[src/rtl/seg7_pkg.sv]
// Shared constants and types for the eight-digit seven-segment scanner.
package seg7_pkg;

    localparam int DIGITS = 8;

    localparam logic [6:0] SEG_OFF = 7'h7F;
    localparam logic [7:0] AN_OFF  = 8'hFF;

    typedef enum logic {
        BLANK = 1'b0,
        DRIVE = 1'b1
    } seg7_state_t;

endpackage

[src/rtl/seg7_dec.sv]
// Hex nibble to active-low seven-segment pattern, bit 6 = segment a, bit 0 = segment g.
module seg7_dec (
    input  logic [3:0] i_nibble,
    output logic [6:0] o_seg
);

    always_comb begin
        o_seg = 7'b1111111;
        unique case (i_nibble)
            4'h0: o_seg = 7'b0000001;
            4'h1: o_seg = 7'b1001111;
            4'h2: o_seg = 7'b0010010;
            4'h3: o_seg = 7'b0000110;
            4'h4: o_seg = 7'b1001100;
            4'h5: o_seg = 7'b0100100;
            4'h6: o_seg = 7'b0100000;
            4'h7: o_seg = 7'b0001111;
            4'h8: o_seg = 7'b0000000;
            4'h9: o_seg = 7'b0000100;
            4'hA: o_seg = 7'b0001000;
            4'hB: o_seg = 7'b1100000;
            4'hC: o_seg = 7'b0110001;
            4'hD: o_seg = 7'b1000010;
            4'hE: o_seg = 7'b0110000;
            4'hF: o_seg = 7'b0111000;
            default: o_seg = 7'b1111111;
        endcase
    end

endmodule

[src/rtl/seg7_scan.sv]
// Double-buffered 8-digit common-anode scanner with dead-time blanking and
// optional leading-zero suppression; all pin outputs are registered.
//   state | meaning
//   BLANK | dead time at slot start, anodes and segments off
//   DRIVE | selected digit anode on, segments show its nibble
module seg7_scan
    import seg7_pkg::*;
#(
    parameter int CLK_DIV = 100000,
    parameter int DEAD    = 2
) (
    input  logic        clk,
    input  logic        rst,
    input  logic [31:0] din,
    input  logic        din_vld,
    input  logic        lz_en,
    output logic [6:0]  a2g,
    output logic [7:0]  an,
    output logic        frame
);

    localparam int CW = (CLK_DIV > 1) ? $clog2(CLK_DIV) : 1;
    localparam int DW = $clog2(DIGITS);
    localparam logic [CW-1:0] SLOT_LAST = CW'(CLK_DIV - 1);
    localparam logic [CW-1:0] DEAD_LAST = CW'(DEAD - 1);
    localparam logic [DW-1:0] DIG_LAST  = DW'(DIGITS - 1);

    seg7_state_t     r_state;
    logic [CW-1:0]   r_slot_cnt;
    logic [DW-1:0]   r_dig;
    logic [31:0]     r_pend;
    logic [31:0]     r_disp;
    logic [6:0]      r_a2g;
    logic [7:0]      r_an;
    logic            r_frame;

    seg7_state_t     w_state_nxt;
    logic [CW-1:0]   w_slot_nxt;
    logic [DW-1:0]   w_dig_nxt;
    logic            w_slot_last;
    logic [3:0]      w_nibble;
    logic [6:0]      w_seg;
    logic            w_lz_blank;
    logic [6:0]      w_a2g_nxt;
    logic [7:0]      w_an_nxt;
    logic            w_frame_nxt;

    assign w_slot_last = (r_slot_cnt == SLOT_LAST);
    assign w_nibble    = r_disp[{r_dig, 2'b00} +: 4];
    // Digit 0 always lights so a zero value still shows "0".
    assign w_lz_blank  = lz_en && (r_dig != '0) && ((r_disp >> {r_dig, 2'b00}) == 32'd0);

    seg7_dec u_dec (
        .i_nibble (w_nibble),
        .o_seg    (w_seg)
    );

    always_ff @(posedge clk or negedge rst) begin
        if (!rst) begin
            r_state    <= BLANK;
            r_slot_cnt <= '0;
            r_dig      <= '0;
        end else begin
            r_state    <= w_state_nxt;
            r_slot_cnt <= w_slot_nxt;
            r_dig      <= w_dig_nxt;
        end
    end

    always_comb begin
        w_state_nxt = r_state;
        w_slot_nxt  = r_slot_cnt + 1'b1;
        w_dig_nxt   = r_dig;
        if (w_slot_last) begin
            w_slot_nxt  = '0;
            w_dig_nxt   = r_dig + 1'b1;
            w_state_nxt = BLANK;
        end else if (r_state == BLANK && r_slot_cnt == DEAD_LAST) begin
            w_state_nxt = DRIVE;
        end
    end

    // Outputs are computed from the next state so the pins switch on the same edge as the FSM.
    always_comb begin
        w_an_nxt    = AN_OFF;
        w_a2g_nxt   = SEG_OFF;
        w_frame_nxt = (w_slot_nxt == SLOT_LAST) && (w_dig_nxt == DIG_LAST);
        if (w_state_nxt == DRIVE && !w_lz_blank) begin
            w_an_nxt  = ~(8'h01 << r_dig);
            w_a2g_nxt = w_seg;
        end
    end

    always_ff @(posedge clk or negedge rst) begin
        if (!rst) begin
            r_an    <= AN_OFF;
            r_a2g   <= SEG_OFF;
            r_frame <= 1'b0;
            r_pend  <= '0;
            r_disp  <= '0;
        end else begin
            r_an    <= w_an_nxt;
            r_a2g   <= w_a2g_nxt;
            r_frame <= w_frame_nxt;
            if (din_vld)
                r_pend <= din;
            // A strobe on the frame edge bypasses pend so it is not delayed a whole frame.
            if (r_frame)
                r_disp <= din_vld ? din : r_pend;
        end
    end

    assign an    = r_an;
    assign a2g   = r_a2g;
    assign frame = r_frame;

endmodule

[config.mk]
export PLATFORM = sky130hd
export DESIGN_NAME = seg7_scan
export DESIGN_NICKNAME = d
export VERILOG_FILES = /design/src/rtl/seg7_pkg.sv /design/src/rtl/seg7_dec.sv /design/src/rtl/seg7_scan.sv
export SDC_FILE = /design/constraint.sdc
export NUM_CORES = 1
export LEC_CHECK = 0
export CAP_MARGIN = 40
export CORE_MARGIN = 3
export CORE_UTILIZATION = 35
export CTS_CLUSTER_DIAMETER = 120
export DETAILED_ROUTE_END_ITERATION = 7
export HOLD_SLACK_MARGIN = 0.15
export PLACE_DENSITY = 0.56
export SYNTH_ARGS = -nofsm -noshare
export SYNTH_HDL_FRONTEND = slang
export SYNTH_SLANG_ARGS = --single-unit
export TNS_END_PERCENT = 5
[constraint.sdc]
create_clock -name clk -period 3.6 [get_ports clk]
set_clock_uncertainty 0.2 [all_clocks]
set_input_delay 0.36 -clock clk [delete_from_list [all_inputs] [get_ports clk]]
set_output_delay 0.36 -clock clk [all_outputs]
set_load 0.01 [all_outputs]
==> summary.md <==
| Metric | Value |
|---|---|
| Run status | finished clean |
| Core ar. | about 13,000 um2 |
| Initial DRC count | about 190 |
| Yosys top cell area share | 0.440 |
| # nets final | 505 |
| Maximum fanout along the worst path | 20 |
| Fin area | 5860 um2 |
| DRC | 0 |
| Clk slew on worst S/H paths | 70 ps |
| Hold Path Depth | 1 |
| Reg2reg end | an[3] |
| Worst hold path class | reg2reg |
| Port Buffer Count | ~50 |
| P&R area growth vs syn | 19.9% |
| Cells after Synth | 410 |
| Critical path class | reg2reg |
| Hold Crit Start | r_pend[5] |
| Synth Register Bits | 101 |
| Initial antenna violation count | 0 |
| Multi-input logic area | 2170 um2 |
| Cts repair resizes | 0 |
| Slew margin rel. | 0.477 |
| Pre-Repair DR Iteration Count | 4 |
| Root Driver | clkbuf_16 |
| Synth Cell Area | ~5000 um2 |
| Ant diodes | 0 |
| Placed cells | between 600 and 700 |
| Post-DP HPWL | 7290 um |
| Sink Count | 101 |
| Post-Synthesis Net Count | 460 |
| Post-Route Setup TNS | 0 ps |
| CTS tree | yes |
| DR vias | roughly 3,300 |
| Final antenna-violating net count | 0 |
| P per Cell Area | between 300 and 400 nW/um2 |
| Peak VDD IR | approximately 0.25 mV |
| Post-synth EDFFs | 0 |
| Min Tclk post-route | 3110 ps |
| Final core utilization | 0.435 |
| Final hold vios | 0 |
| Fill cell count | ~1,300 |
| RR Startpoint | r_dig[0] |
| Setup WS post-layout | between 400 and 500 ps |
| Fmax | roughly 0.32 GHz |
| Non-Filler Instances | 636 |
| Clock latency on the worst-skew pair | around 350 ps |
| GRT Residual Overflow | 0 |
| Wire per inst | about 16 um |
| Reg2reg path depth | 8 |
| Max-cap violation count | 0 |
| Hold Slack | about 300 ps |
| Avg Cell Area, Syn | about 12 um2 |
| First-pass GRT wire length | between 15,000 and 20,000 um |
| WL final | around 10,000 um |
| Gr usage total | 0.141 |
| Largest net degree at the start of global routing | 56 |
| I/O pin cnt | 52 |
| Ys flop type | dfrtp_1 |
| Register area share after synthesis | 0.521 |
| Die area | around 15,000 um2 |
| Htree depth | 3 |
| CTS Buf Count | 9 |
| Placed instance area | about 5500 um2 |
| DIE WIDTH | between 100 and 150 um |
| Storage element area | 2550 um2 |
| Cell taking the most area after synthesis | dfrtp_1 |
| Synth unique cells | 55 |
| Power, Total | around 2.3 mW |
| Initial Util | 0.363 |
| Worst path required time | between 3000 and 4000 ps |
| Die Ht | approximately 120 um |
| Tcrit/Tclk final | 0.865 |
| Synth area leaders | dfrtp_1 44%, mux2_2 15%, dfstp_2 8.1%, ha_1 3.6%, mux2i_1 2.7% |
| R2R Setup Slk | between 400 and 500 ps |
| GP Congestion | between 0.8 and 0.9 |
| Async SR Flop Fraction | 1.00 |
| Ys Warns | 0 |
| Fin. max-slew vios | 0 |
| CP Launch Type | flip-flop |
| Pre-CTS WS | a little over 500 ps |
| Num rows | 42 |
| Vias/cell | 5.25 |
| RSZ-0062 raised after global routing | no |
| Postcts setup bufs | 0 |
| Setup Viol. Count Final | 0 |
| Worst-Margin Slew | 782 ps |
| Clk buf depth | 2 |
| Hold Crit Endpoint | r_pend[5] |
| Critical path arrival | around 3200 ps |
| CP Capture Type | flip-flop |
| Leak Pwr | 2.46 nW |
| Vias in the first global route | ~3,300 |
| Layout cells sized above 1 | 0.248 |
[registers in the layout, summed over array words and instances (netlist names)]
register and count:
r_state 1, r_disp 32, r_slot_cnt 17, a2g 7
frame 1, r_pend 32, an 8, r_dig 3
[cell families after synthesis]
kind of cell | share of synthesized area
AND/OR/NAND/NOR | 0.135
flip-flops | 0.521
multiplexers | 0.181
AO/OA/AOI/OAI | 0.0661
buffers and inverters | 0.0341
XOR/XNOR | 0.0269
adder cells (fa/ha/maj) | 0.0359
[power by group]
group | internal (mW) | leakage (nW) | switching, mW
clock | 0.567 | 0.148 | 0.432
combinational | 0.0694 | 1.05 | 0.0533
sequential | 1.17 | 1.26 | 0.00828
[area by class of cell]
| class | count | area share |
|---|---|---|
| clock buffer | 11 | 0.0414 |
| clock inverter | 5 | 0.0113 |
| inverter | 9 | 0.00577 |
| multi-input combinational | 276 | 0.371 |
| sequential | 101 | 0.435 |
| tap | 176 | 0.0376 |
| timing repair buffer | 58 | 0.0982 |
[cells in the mapped netlist, types with 4 or more instances]
| master | n |
|---|---|
| a21oi_1 | 7 |
| a22oi_1 | 5 |
| a31oi_1 | 4 |
| buf_2 | 4 |
| clkbuf_1 | 10 |
| dfrtp_1 | 86 |
| dfstp_2 | 15 |
| ha_1 | 14 |
| inv_1 | 9 |
| mux2_2 | 63 |
| mux2i_1 | 13 |
| nand2_1 | 29 |
| nand3_1 | 17 |
| nand4_1 | 7 |
| nor2_1 | 25 |
| nor2b_1 | 4 |
| nor3_1 | 7 |
| nor4_1 | 11 |
| o21ai_0 | 9 |
| xnor2_1 | 9 |
| xor2_1 | 6 |
[critical path, cell delays in order (launching register included)]
cell       delay [ps]
dfrtp_1           760
mux4_2            600
and2_1            170
a21oi_1           180
ha_1              240
o311a_1           180
o2111ai_1         150
o21bai_1          370
nand3_1           190
[routing by layer]
metal / wire length (um) / track usage
met4: 195 / 0.0630
met1: 4960 / 0.203
met2: 4630 / 0.210
met5: 0 / 0
met3: 401 / 0.0213
[worst max-delay path by stage]
| stage | start | to | slack [ps] | cells past startpoint |
|---|---|---|---|---|
| floorplan | r_dig[0] | a2g[2] | 850 | 9 |
| global placement | r_dig[0] | a2g[2] | 630 | 8 |
| detailed placement | r_dig[0] | an[3] | 500 | 8 |
| CTS | r_dig[0] | an[3] | 500 | 8 |
| global route | r_dig[0] | an[3] | 260 | 8 |
| finish | r_dig[0] | an[3] | 490 | 8 |
[placed cells by master, fill, tap and decap left out, drive strengths merged, types with 8 or more instances in the layout]
cell type      Yosys  layout
inv                9      11
o21ai              9       9
nand3             18      18
clkdlybuf4s50      0      50
clkbuf            11      11
mux2i             13      13
nor4              11      11
nor2              25      25
xnor2              9       9
mux2              63      63
nand2             29      29
dfstp             15      15
ha                14      14
dfrtp             86      86
nor3               8       8
[timing repair]
item | CTS | global route
hold endpoints to repair | 46 | 0
hold buffers | 1 | 0
endpoints found under the setup margin | 0 | 0
No activity file was read; power rests on OpenSTA's default activity.
